===== config.mk =====
export PLATFORM = sky130hd
export DESIGN_NAME = hsio_port
export DESIGN_NICKNAME = d
export VERILOG_FILES = /design/src/rtl/hsio_port.sv
export SDC_FILE = /design/constraint.sdc
export NUM_CORES = 1
export LEC_CHECK = 0
export CORE_MARGIN = 3
export CORE_UTILIZATION = 40
export CTS_BUF_LIST = sky130_fd_sc_hd__clkbuf_8
export DETAILED_ROUTE_END_ITERATION = 10
export GPL_TIMING_DRIVEN = 0
export PLACE_DENSITY = 0.66
export SLEW_MARGIN = 20
export SYNTH_ARGS = -nofsm -noshare
export SYNTH_HDL_FRONTEND = slang
export SYNTH_SLANG_ARGS = --single-unit
export TNS_END_PERCENT = 20

===== constraint.sdc =====
create_clock -name clk -period 2.2 [get_ports clk]
set_clock_uncertainty 0.15 [all_clocks]
set_input_delay 0.66 -clock clk [delete_from_list [all_inputs] [get_ports clk]]
set_output_delay 0.66 -clock clk [all_outputs]
set_load 0.02 [all_outputs]

===== src/rtl/hsio_port.sv =====
// Multi-channel parallel I/O port: per-channel FWFT receive FIFO plus 4-phase req/ack on the peripheral side.
// Input ack appears SYNC_STAGES+1 edges after req; a full FIFO withholds ack. Optional interrupt when HSIO_IRQ_EN is defined.
module hsio_port #(
  parameter int NCH         = 2,
  parameter int DW          = 8,
  parameter int DEPTH       = 4,
  parameter int SYNC_STAGES = 2
) (
  input  logic              clk,
  input  logic              rst_n,
  input  logic [NCH-1:0]    cpu_inp_rd,
  output logic [NCH*DW-1:0] cpu_inpr,
  output logic [NCH-1:0]    cpu_fgi,
  input  logic [NCH-1:0]    cpu_out_wr,
  input  logic [DW-1:0]     cpu_outr,
  output logic [NCH-1:0]    cpu_fgo,
  input  logic [NCH-1:0]    ext_in_req,
  input  logic [NCH*DW-1:0] ext_in_data,
  output logic [NCH-1:0]    ext_in_ack,
  output logic [NCH-1:0]    ext_out_req,
  output logic [NCH*DW-1:0] ext_out_data,
  input  logic [NCH-1:0]    ext_out_ack,
`ifdef HSIO_IRQ_EN
  input  logic [2*NCH-1:0]  imsk,
  output logic              irq,
`endif
  output logic [NCH-1:0]    err,
  input  logic              err_clr
);
  localparam int AW = $clog2(DEPTH);
  localparam logic [AW:0] CNT_FULL = (AW+1)'(DEPTH);

  typedef enum logic       {I_IDLE, I_ACK} in_st_e;
  typedef enum logic [1:0] {O_IDLE, O_REQ, O_REL} out_st_e;

  logic [NCH-1:0] req_sync_q [SYNC_STAGES];
  logic [NCH-1:0] ack_sync_q [SYNC_STAGES];
  logic [NCH-1:0] req_s, ack_s;
  logic [NCH-1:0] err_q, err_d, err_set;

  always_ff @(posedge clk) begin
    if (!rst_n) begin
      for (int i = 0; i < SYNC_STAGES; i++) begin
        req_sync_q[i] <= '0;
        ack_sync_q[i] <= '0;
      end
    end else begin
      req_sync_q[0] <= ext_in_req;
      ack_sync_q[0] <= ext_out_ack;
      for (int i = 1; i < SYNC_STAGES; i++) begin
        req_sync_q[i] <= req_sync_q[i-1];
        ack_sync_q[i] <= ack_sync_q[i-1];
      end
    end
  end

  assign req_s = req_sync_q[SYNC_STAGES-1];
  assign ack_s = ack_sync_q[SYNC_STAGES-1];

  for (genvar c = 0; c < NCH; c++) begin : g_ch
    logic [DW-1:0] mem_q [DEPTH];
    logic [AW-1:0] wptr_q, rptr_q;
    logic [AW:0]   cnt_q, cnt_d;
    in_st_e        ist_q;
    out_st_e       ost_q;
    logic          ack_q, fgo_q, oreq_q;
    logic [DW-1:0] odat_q;
    logic          push, pop, empty, full;

    assign empty = (cnt_q == '0);
    assign full  = (cnt_q == CNT_FULL);
    assign push  = (ist_q == I_IDLE) && req_s[c] && !full;
    assign pop   = cpu_inp_rd[c] && !empty;

    always_comb begin
      cnt_d = cnt_q;
      if (push && !pop)      cnt_d = cnt_q + (AW+1)'(1);
      else if (pop && !push) cnt_d = cnt_q - (AW+1)'(1);
    end

    always_ff @(posedge clk) begin
      if (!rst_n) begin
        wptr_q <= '0;
        rptr_q <= '0;
        cnt_q  <= '0;
      end else begin
        if (push) begin
          mem_q[wptr_q] <= ext_in_data[c*DW +: DW];
          wptr_q        <= wptr_q + AW'(1);
        end
        if (pop) rptr_q <= rptr_q + AW'(1);
        cnt_q <= cnt_d;
      end
    end

    // Handshake state and all pin-facing outputs are registered here.
    always_ff @(posedge clk) begin
      if (!rst_n) begin
        ist_q  <= I_IDLE;
        ack_q  <= 1'b0;
        ost_q  <= O_IDLE;
        fgo_q  <= 1'b1;
        oreq_q <= 1'b0;
        odat_q <= '0;
      end else begin
        case (ist_q)
          I_IDLE: if (push) begin
            ack_q <= 1'b1;
            ist_q <= I_ACK;
          end
          I_ACK: if (!req_s[c]) begin
            ack_q <= 1'b0;
            ist_q <= I_IDLE;
          end
          default: ist_q <= I_IDLE;
        endcase
        case (ost_q)
          O_IDLE: if (cpu_out_wr[c]) begin
            odat_q <= cpu_outr;
            fgo_q  <= 1'b0;
            oreq_q <= 1'b1;
            ost_q  <= O_REQ;
          end
          O_REQ: if (ack_s[c]) begin
            oreq_q <= 1'b0;
            ost_q  <= O_REL;
          end
          O_REL: if (!ack_s[c]) begin
            fgo_q <= 1'b1;
            ost_q <= O_IDLE;
          end
          default: ost_q <= O_IDLE;
        endcase
      end
    end

    assign err_set[c]              = (cpu_inp_rd[c] && empty) || (cpu_out_wr[c] && !fgo_q);
    assign cpu_inpr[c*DW +: DW]     = empty ? '0 : mem_q[rptr_q];
    assign cpu_fgi[c]              = !empty;
    assign cpu_fgo[c]              = fgo_q;
    assign ext_in_ack[c]           = ack_q;
    assign ext_out_req[c]          = oreq_q;
    assign ext_out_data[c*DW +: DW] = odat_q;
  end

  // A new error in the same cycle as err_clr survives the clear.
  assign err_d = (err_q & ~{NCH{err_clr}}) | err_set;

  always_ff @(posedge clk) begin
    if (!rst_n) err_q <= '0;
    else        err_q <= err_d;
  end

  assign err = err_q;

`ifdef HSIO_IRQ_EN
  logic irq_q, irq_d;

  assign irq_d = |((cpu_fgi & imsk[NCH-1:0]) | (cpu_fgo & imsk[2*NCH-1:NCH]));

  always_ff @(posedge clk) begin
    if (!rst_n) irq_q <= 1'b0;
    else        irq_q <= irq_d;
  end

  assign irq = irq_q;
`endif

endmodule


==> results of run 1 <==
==> Yosys cell counts (3+ instances only) <==
cell type | count | area [sq um]
ha_1 | 10 | 125
o21ai_0 | 5 | 25.0
mux4_2 | 16 | 360
edfxtp_1 | 64 | 1920
a21oi_1 | 10 | 50.1
and2_1 | 16 | 100
nor3_1 | 4 | 20.0
or3_1 | 4 | 25.0
nor3b_4 | 4 | 75.1
mux2i_1 | 22 | 220
o21ai_1 | 3 | 15.0
dfxtp_1 | 56 | 1120
clkbuf_1 | 5 | 18.8
inv_1 | 14 | 52.6
xor2_1 | 6 | 52.6
nor2_1 | 31 | 116
nand2_1 | 13 | 48.8
buf_4 | 8 | 60.1
nor2b_1 | 18 | 113
==> worst paths after layout <==
path,startpoint,end,depth (start not counted)
hold / removal,ack_sync_q[0][0],ack_sync_q[0][2],1
setup reg to reg,g_ch[0].cnt_q[2],g_ch[0].cnt_q[2],8
hold reg to reg,ack_sync_q[0][0],ack_sync_q[0][2],1
setup / recovery,register,cpu_inpr[4],4
==> worst reg2reg max path: cells and delay by family, from the launching register on <==
kind / cells / cell delay (ns)
simple gates: 3 / 0.77
buf+inv: 1 / 0.06
xor+xnor: 1 / 0.16
fa+ha+maj: 2 / 0.60
compound gates: 1 / 0.13
flops: 1 / 0.37
==> flip-flops by register name, indices dropped and copies added (netlist names), 4 cells and up, named ones only <==
signal and count:
req_sync_q 4, g_ch.ost_q 4, ack_sync_q 4, g_ch.cnt_q 6, g_ch.wptr_q 4, g_ch.odat_q 16
g_ch.rptr_q 4, g_ch.mem_q 64
==> stage by stage <==
step | TNS, ns | setup WS, ns
4_1_cts | -5.58 | -0.349
6_report | -4.45 | -0.290
2_1_floorplan | -0.00254 | -0.00254
5_1_grt | -6.24 | -0.373
3_5_place_dp | -36.14 | -0.620
3_3_place_gp | -33.34 | -0.547
==> cell type report <==
cell class | count | area [sq um] | area share [%]
clock buffers | 17 | 234 | 3.79
well taps | 143 | 179 | 2.90
plain buffers | 19 | 155 | 2.51
multi-input cells | 182 | 1610 | 26.0
inverters | 16 | 60.1 | 0.973
clock inverters | 15 | 195 | 3.16
repair buffers | 78 | 687 | 11.1
flip-flops and latches | 120 | 3060 | 49.5
==> cells in the final DEF, fill, tap and decap left out, types with 3 or more instances in the layout <==
cell / instances
edfxtp_1: 64
dfxtp_1: 49
clkdlybuf4s50_1: 33
nor2_1: 31
mux2i_1: 22
buf_4: 20
inv_1: 19
clkbuf_8: 17
mux4_2: 16
dlygate4sd2_1: 16
nor2b_1: 15
nand2_1: 13
buf_2: 11
a21oi_1: 10
ha_1: 9
and2_2: 8
and2_1: 8
xor2_1: 6
clkbuf_1: 5
o21ai_0: 5
bufinv_16: 5
nor3b_4: 4
buf_6: 4
or3_1: 4
dfxtp_2: 4
nor2b_4: 3
nor3_1: 3
o21ai_1: 3
clkinv_2: 3
dfxtp_4: 3
dlymetal6s2s_1: 3
==> kinds of logic after synthesis <==
kind of cell / after synthesis / share of synthesized area, %
AO/OA/AOI/OAI: 28 / 3.96
multiplexers: 38 / 12.2
XOR/XNOR: 8 / 1.47
AND/OR/NAND/NOR: 96 / 11.4
flip-flops: 120 / 63.7
buffers and inverters: 35 / 3.80
adder cells (fa/ha/maj): 12 / 3.46
==> per-layer routing <==
metal  vias up  GRT usage, %  share of wire [%]
li1       1395             -                  -
met1      1361          17.8                 46
met2        67          22.9                 47
met3        12          5.37                5.8
met4         0          5.87                1.5
met5         -             0                  0
==> repair_timing <==
action,CTS,global route
endpoints found under the setup margin,67,81
buffers inserted,0,2
pin swaps,2,4
gates cloned,0,0
gates resized for setup,124,17
==> power groups by stage <==
stage          logic, uW  registers [uW]  clock network [uW]
4_1_cts             2160            2740                2180
2_1_floorplan       1320            2760                   0
6_report            2160            2750                2120
3_3_place_gp        2130            2740                   0
5_1_grt             2360            2780                2290
3_5_place_dp        2170            2750                   0
==> impl_metrics.py, run 1 <==
metrics = {
    "worst_setup_path": {
        "crit_type": "register to primary output",
        "endpoint_kind": "primary output",
        "cp_cell_sequence": "buf_12 -> mux4_2 -> nor2b_1 -> buf_4",
        "crit_buf_inv": 2,
        "slowest_stage": "mux4_2",
        "worst-path-max-fanout": 8,
        "arrival_ns": 1.68,
        "critical_path.startpoint_type": "register",
        "r2r_slack_ns": -0.11,
        "crit_family": "multiplexers",
        "crit_required_ns": 1.39,
        "max_stage_delay_ns": 0.50,
    },
    "die": {
        "dieHeight_um": 115,
        "num_io_pins": 77,
        "start_util_pct": 41.3,
        "dieArea_sq_um": 13300,
        "dieWidth_um": 115,
        "rows": 39,
        "core_area_sq_um": 11600,
    },
    "place": {
        "gp_congestion": 0.755,
        "port_buffers": 76,
        "dp_cells": 556,
        "dp_hpwl_um": 6060,
        "placedInstanceArea_sq_um": 5720,
    },
    "worst_hold_path": {
        "min_path_type": "register to register",
    },
    "clocking": {
        "clk_path_buf_depth": 2,
        "cts.htree.levels": 4,
        "cts_tree": "done",
        "clk-insertion-delay-late_ns": 0.42,
        "cts_buffers": 17,
        "root_buffer": "clkbuf_8",
        "clk_pin_slew_worst_paths_ns": 0.07,
        "hold_buffers": 0,
        "clock_sinks": 120,
    },
    "outcome": {
        "outcome": "finished, violations left",
        "violations": "setup timing",
    },
    "yosys": {
        "syn_area_sq_um": 4770,
        "netlist-cell-type-count": 34,
        "postSynthCellCount": 337,
        "postSynthAreaPerCell_sq_um": 14.2,
        "synth_edf_count": 64,
        "yosysSeqAreaShare_pct": 63.7,
        "ys_warn_count": 0,
        "synth_seq_cells": 120,
        "async_flop_share_pct": 0,
        "ys.flop_type": "edfxtp_1",
        "synth_fp_nets": 384,
    },
    "global_routing": {
        "overflow": 0,
        "antenna_found_initial": 0,
        "grt_max_degree": 17,
        "grt_pass1_wl_um": 14400,
        "first_global_vias": 2958,
        "grt_usage_pct": 14.4,
    },
    "power": {
        "clkPwrFrac_pct": 30.2,
        "p_sw_uw": 2100,
        "pwr-share-comb_pct": 30.7,
        "ir_worst_vdd_v": 0.000466,
        "p_sw_share_pct": 29.8,
        "internal_power_uw": 4930,
        "cellPowerDensity_nw_per_um2": 1140,
        "p_leak_uw": 0.00242,
        "power_uw": 7030,
        "seqPwrFrac_pct": 39.1,
    },
    "finish": {
        "postLayoutCoreUtil_pct": 53.4,
        "stdcell_count": 590,
        "final_area_sq_um": 6170,
        "diodes": 0,
        "syn_to_final_growth_pct": 29.3,
        "drive_gt1_share_pct": 25.3,
        "n_fill_cell": 1007,
        "fin_nets": 481,
    },
    "route": {
        "viasPerCell": 4.81,
        "wl_per_cell_um": 15.1,
        "firstDrtPassIters": 4,
        "wl_um": 8900,
        "vias": 2835,
        "ant_nets": 0,
        "dr.first_iter.drc_count": 105,
        "drc": 0,
    },
    "timing": {
        "whs_ns": 0.285,
        "drv_slew": 0,
        "tightest_slew_ns": 0.587,
        "slew_headroom_pct": 60.8,
        "max_clock_freq_mhz": 402,
        "period_minus_slack_ns": 2.49,
        "hold_viol_final": 0,
        "setup_viol": 18,
        "fin_ws_ns": -0.290,
        "post-route-period-util_pct": 113,
        "rsz0062_at_grt": "true",
    },
    "job": {
        "maxCapViolCount": 0,
    },
}
Note: power is estimated with default switching activity, not from simulation.
==> run 2: changes to the inputs <==
Settings changed: ABC_AREA from default to 1.
==> run 2 against run 1 <==
Via count is 27% higher. Critical path type unchanged. Sequential share of layout area is 2.9 points lower. Combinational power is 22% higher. Highest routed layer unchanged. Maximum frequency is 5.0% higher. The run still ends with setup timing left. Total power is 7.1% higher. Largest cell class unchanged.
==> impl_metrics.py, run 2 <==
metrics = {
    "clocking": {
        "cts_buffers": 17,
        "clk_path_buf_depth": 2,
        "clock_sinks": 120,
        "cts.htree.levels": 4,
        "root_buffer": "clkbuf_8",
        "clk_pin_slew_worst_paths_ns": 0.07,
        "clk-insertion-delay-late_ns": 0.43,
        "cts_tree": "done",
    },
    "finish": {
        "fin_nets": 636,
        "diodes": 0,
        "largest_reg_flops": 64,
        "layout_common_cells": "88 x nor2_1, 64 x edfxtp_1, 50 x dfxtp_1",
        "final_area_sq_um": 6550,
        "n_fill_cell": 1095,
        "postLayoutCoreUtil_pct": 54.1,
        "syn_to_final_growth_pct": 31.4,
        "regMostFlops": "g_ch.mem_q",
        "largest_registers": "g_ch.mem_q (64), g_ch.odat_q (16), g_ch.cnt_q (6)",
        "seq_area_sq_um": 3050,
        "final_common_cell": "nor2_1",
        "drive_gt1_share_pct": 27.2,
        "multiInputGateArea_sq_um": 1610,
    },
    "global_routing": {
        "grt_pass1_wl_um": 17400,
        "grt_usage_pct": 15.7,
        "overflow": 0,
        "first_global_vias": 3536,
        "grt_max_degree": 17,
        "antenna_found_initial": 0,
    },
    "yosys": {
        "postSynthCellCount": 486,
        "synth_top_area_cell": "edfxtp_1",
        "yosysMostFrequentCell": "nor2_1",
        "netlist-cell-type-count": 28,
        "syn_area_sq_um": 4980,
        "async_flop_share_pct": 0,
        "postSynthAreaPerCell_sq_um": 10.3,
        "ys.flop_type": "edfxtp_1",
        "yosysSeqAreaShare_pct": 61.0,
        "ys_warn_count": 0,
        "synth_edf_count": 64,
        "synth.area.top_cells": "edfxtp_1 39%, dfxtp_1 22%, nor2_1 6.8%, nor2_2 3.5%, o21ai_1 3.4%",
        "yosysTopAreaCellShare_pct": 38.6,
        "synth_fp_nets": 533,
        "synth_seq_cells": 120,
        "netlist_top_cells_count": "90 x nor2_1, 64 x edfxtp_1, 56 x dfxtp_1, 40 x nand2_1, 34 x o21ai_1",
    },
    "timing": {
        "rsz0062_at_grt": "true",
        "fin_ws_ns": -0.171,
        "max_clock_freq_mhz": 422,
        "hold_viol_final": 0,
        "post-route-period-util_pct": 108,
        "drv_slew": 0,
        "slew_headroom_pct": 46.8,
        "period_minus_slack_ns": 2.37,
        "setup_viol": 16,
        "tightest_slew_ns": 0.794,
    },
    "worst_hold_path": {
        "min_path_type": "register to register",
    },
    "route": {
        "wl_um": 10400,
        "vias": 3594,
        "viasPerCell": 4.67,
        "firstDrtPassIters": 5,
        "drc": 0,
        "ant_nets": 0,
        "dr.first_iter.drc_count": 136,
        "wl_per_cell_um": 13.6,
    },
    "worst_setup_path": {
        "endpoint_kind": "primary output",
        "worst-path-max-fanout": 4,
        "arrival_ns": 1.56,
        "crit_type": "register to primary output",
        "crit_required_ns": 1.39,
        "critical_path.startpoint_type": "register",
    },
    "place": {
        "port_buffers": 75,
        "pre_cts_slack_ns": -0.326,
        "gp_congestion": 0.790,
        "placedInstanceArea_sq_um": 5960,
        "dp_hpwl_um": 6920,
    },
    "outcome": {
        "outcome": "finished, violations left",
        "violations": "setup timing",
    },
    "power": {
        "cellPowerDensity_nw_per_um2": 1150,
        "power_uw": 7530,
        "p_leak_uw": 0.00263,
        "ir_worst_vdd_v": 0.000557,
    },
    "die": {
        "core_area_sq_um": 12100,
        "dieWidth_um": 118,
        "num_io_pins": 77,
        "dieHeight_um": 118,
        "start_util_pct": 41.2,
        "rows": 40,
        "dieArea_sq_um": 13800,
    },
    "job": {
        "maxCapViolCount": 0,
    },
}
run 2: cell types whose count changed in the layout (fill, tap and decap cells not counted), moves of 13 or more:
cell     delta
nor2_1     +57
o21ai_1    +32
nand2_1    +27
nor2_2     +27
mux2i_1    -22
a21oi_1    +16
mux4_2     -16
nor2b_1    -15
inv_1      +14
buf_4      +13
o21ai_0    +13
run 2: where the power goes:
part	total, uW	switching [uW]	internal, uW
clock	2230	874	1350
combinational	2630	1510	1120
sequential	2670	131	2540
run 2: critical path: stages (launching register included):
cell and delay (ns):
dfxtp_4 0.35, buf_4 0.11, clkbuf_16 0.12, nor2_1 0.04, nor2_1 0.07, o21ai_0 0.10
a21oi_2 0.17, buf_4 0.16
run 2: through the flow:
stage	hold WS, ns	TNS [ns]	std cells
final	0.267	-2.12	770
after global routing	0.295	-3.84	770
after CTS	0.269	-2.84	766
after detailed placement	0.252	-11.99	729
after global placement	0.242	-17.28	729
after floorplan	0.240	0	486
run 2: what timing repair did:
item                                    in CTS  in global routing
gates resized for setup                    122                 24
gates cloned                                 2                  2
endpoints found under the hold margin        0                  0
endpoints found under the setup margin      42                 19
buffers inserted                             3                  2
pin swaps                                    3                 13
hold buffers                                 0                  0
run 2: logic make-up (layout without fill, tap and decap cells):
kind of cell | count (synthesis) | after routing | share of synthesized area, %
compound gates | 92 | 92 | 9.64
fa+ha+maj | 12 | 12 | 3.31
simple gates | 188 | 188 | 18.0
flops | 120 | 120 | 61.0
buf+inv | 72 | 188 | 7.63
xor+xnor | 2 | 2 | 0.351
run 2: area by class of cell:
class / count / share of cell area, %
Clock buffer: 21 / 4.41
Sequential cell: 120 / 46.6
Timing Repair Buffer: 84 / 12.3
Tap cell: 168 / 3.21
Inverter: 50 / 3.13
Buffer: 22 / 3.13
Multi-Input combinational cell: 294 / 24.6
Clock inverter: 11 / 2.56
run 2: final timing paths:
path	from	endpoint	cells past startpoint	slack, ns
setup reg to reg	req_sync_q[0][2]	g_ch[0].cnt_q[2]	13	0.20
hold / removal	ack_sync_q[0][0]	ack_sync_q[0][2]	2	0.27
hold reg to reg	ack_sync_q[0][0]	ack_sync_q[0][2]	2	0.27
setup / recovery	register	cpu_inpr[14]	7	-0.17
run 2: metal layers:
metal,wire (um),track usage (%),vias up
li1,-,-,1808
met1,4610,19.6,1678
met2,4960,24.8,90
met3,677,5.62,18
met4,190,6.67,0
met5,0,0,-
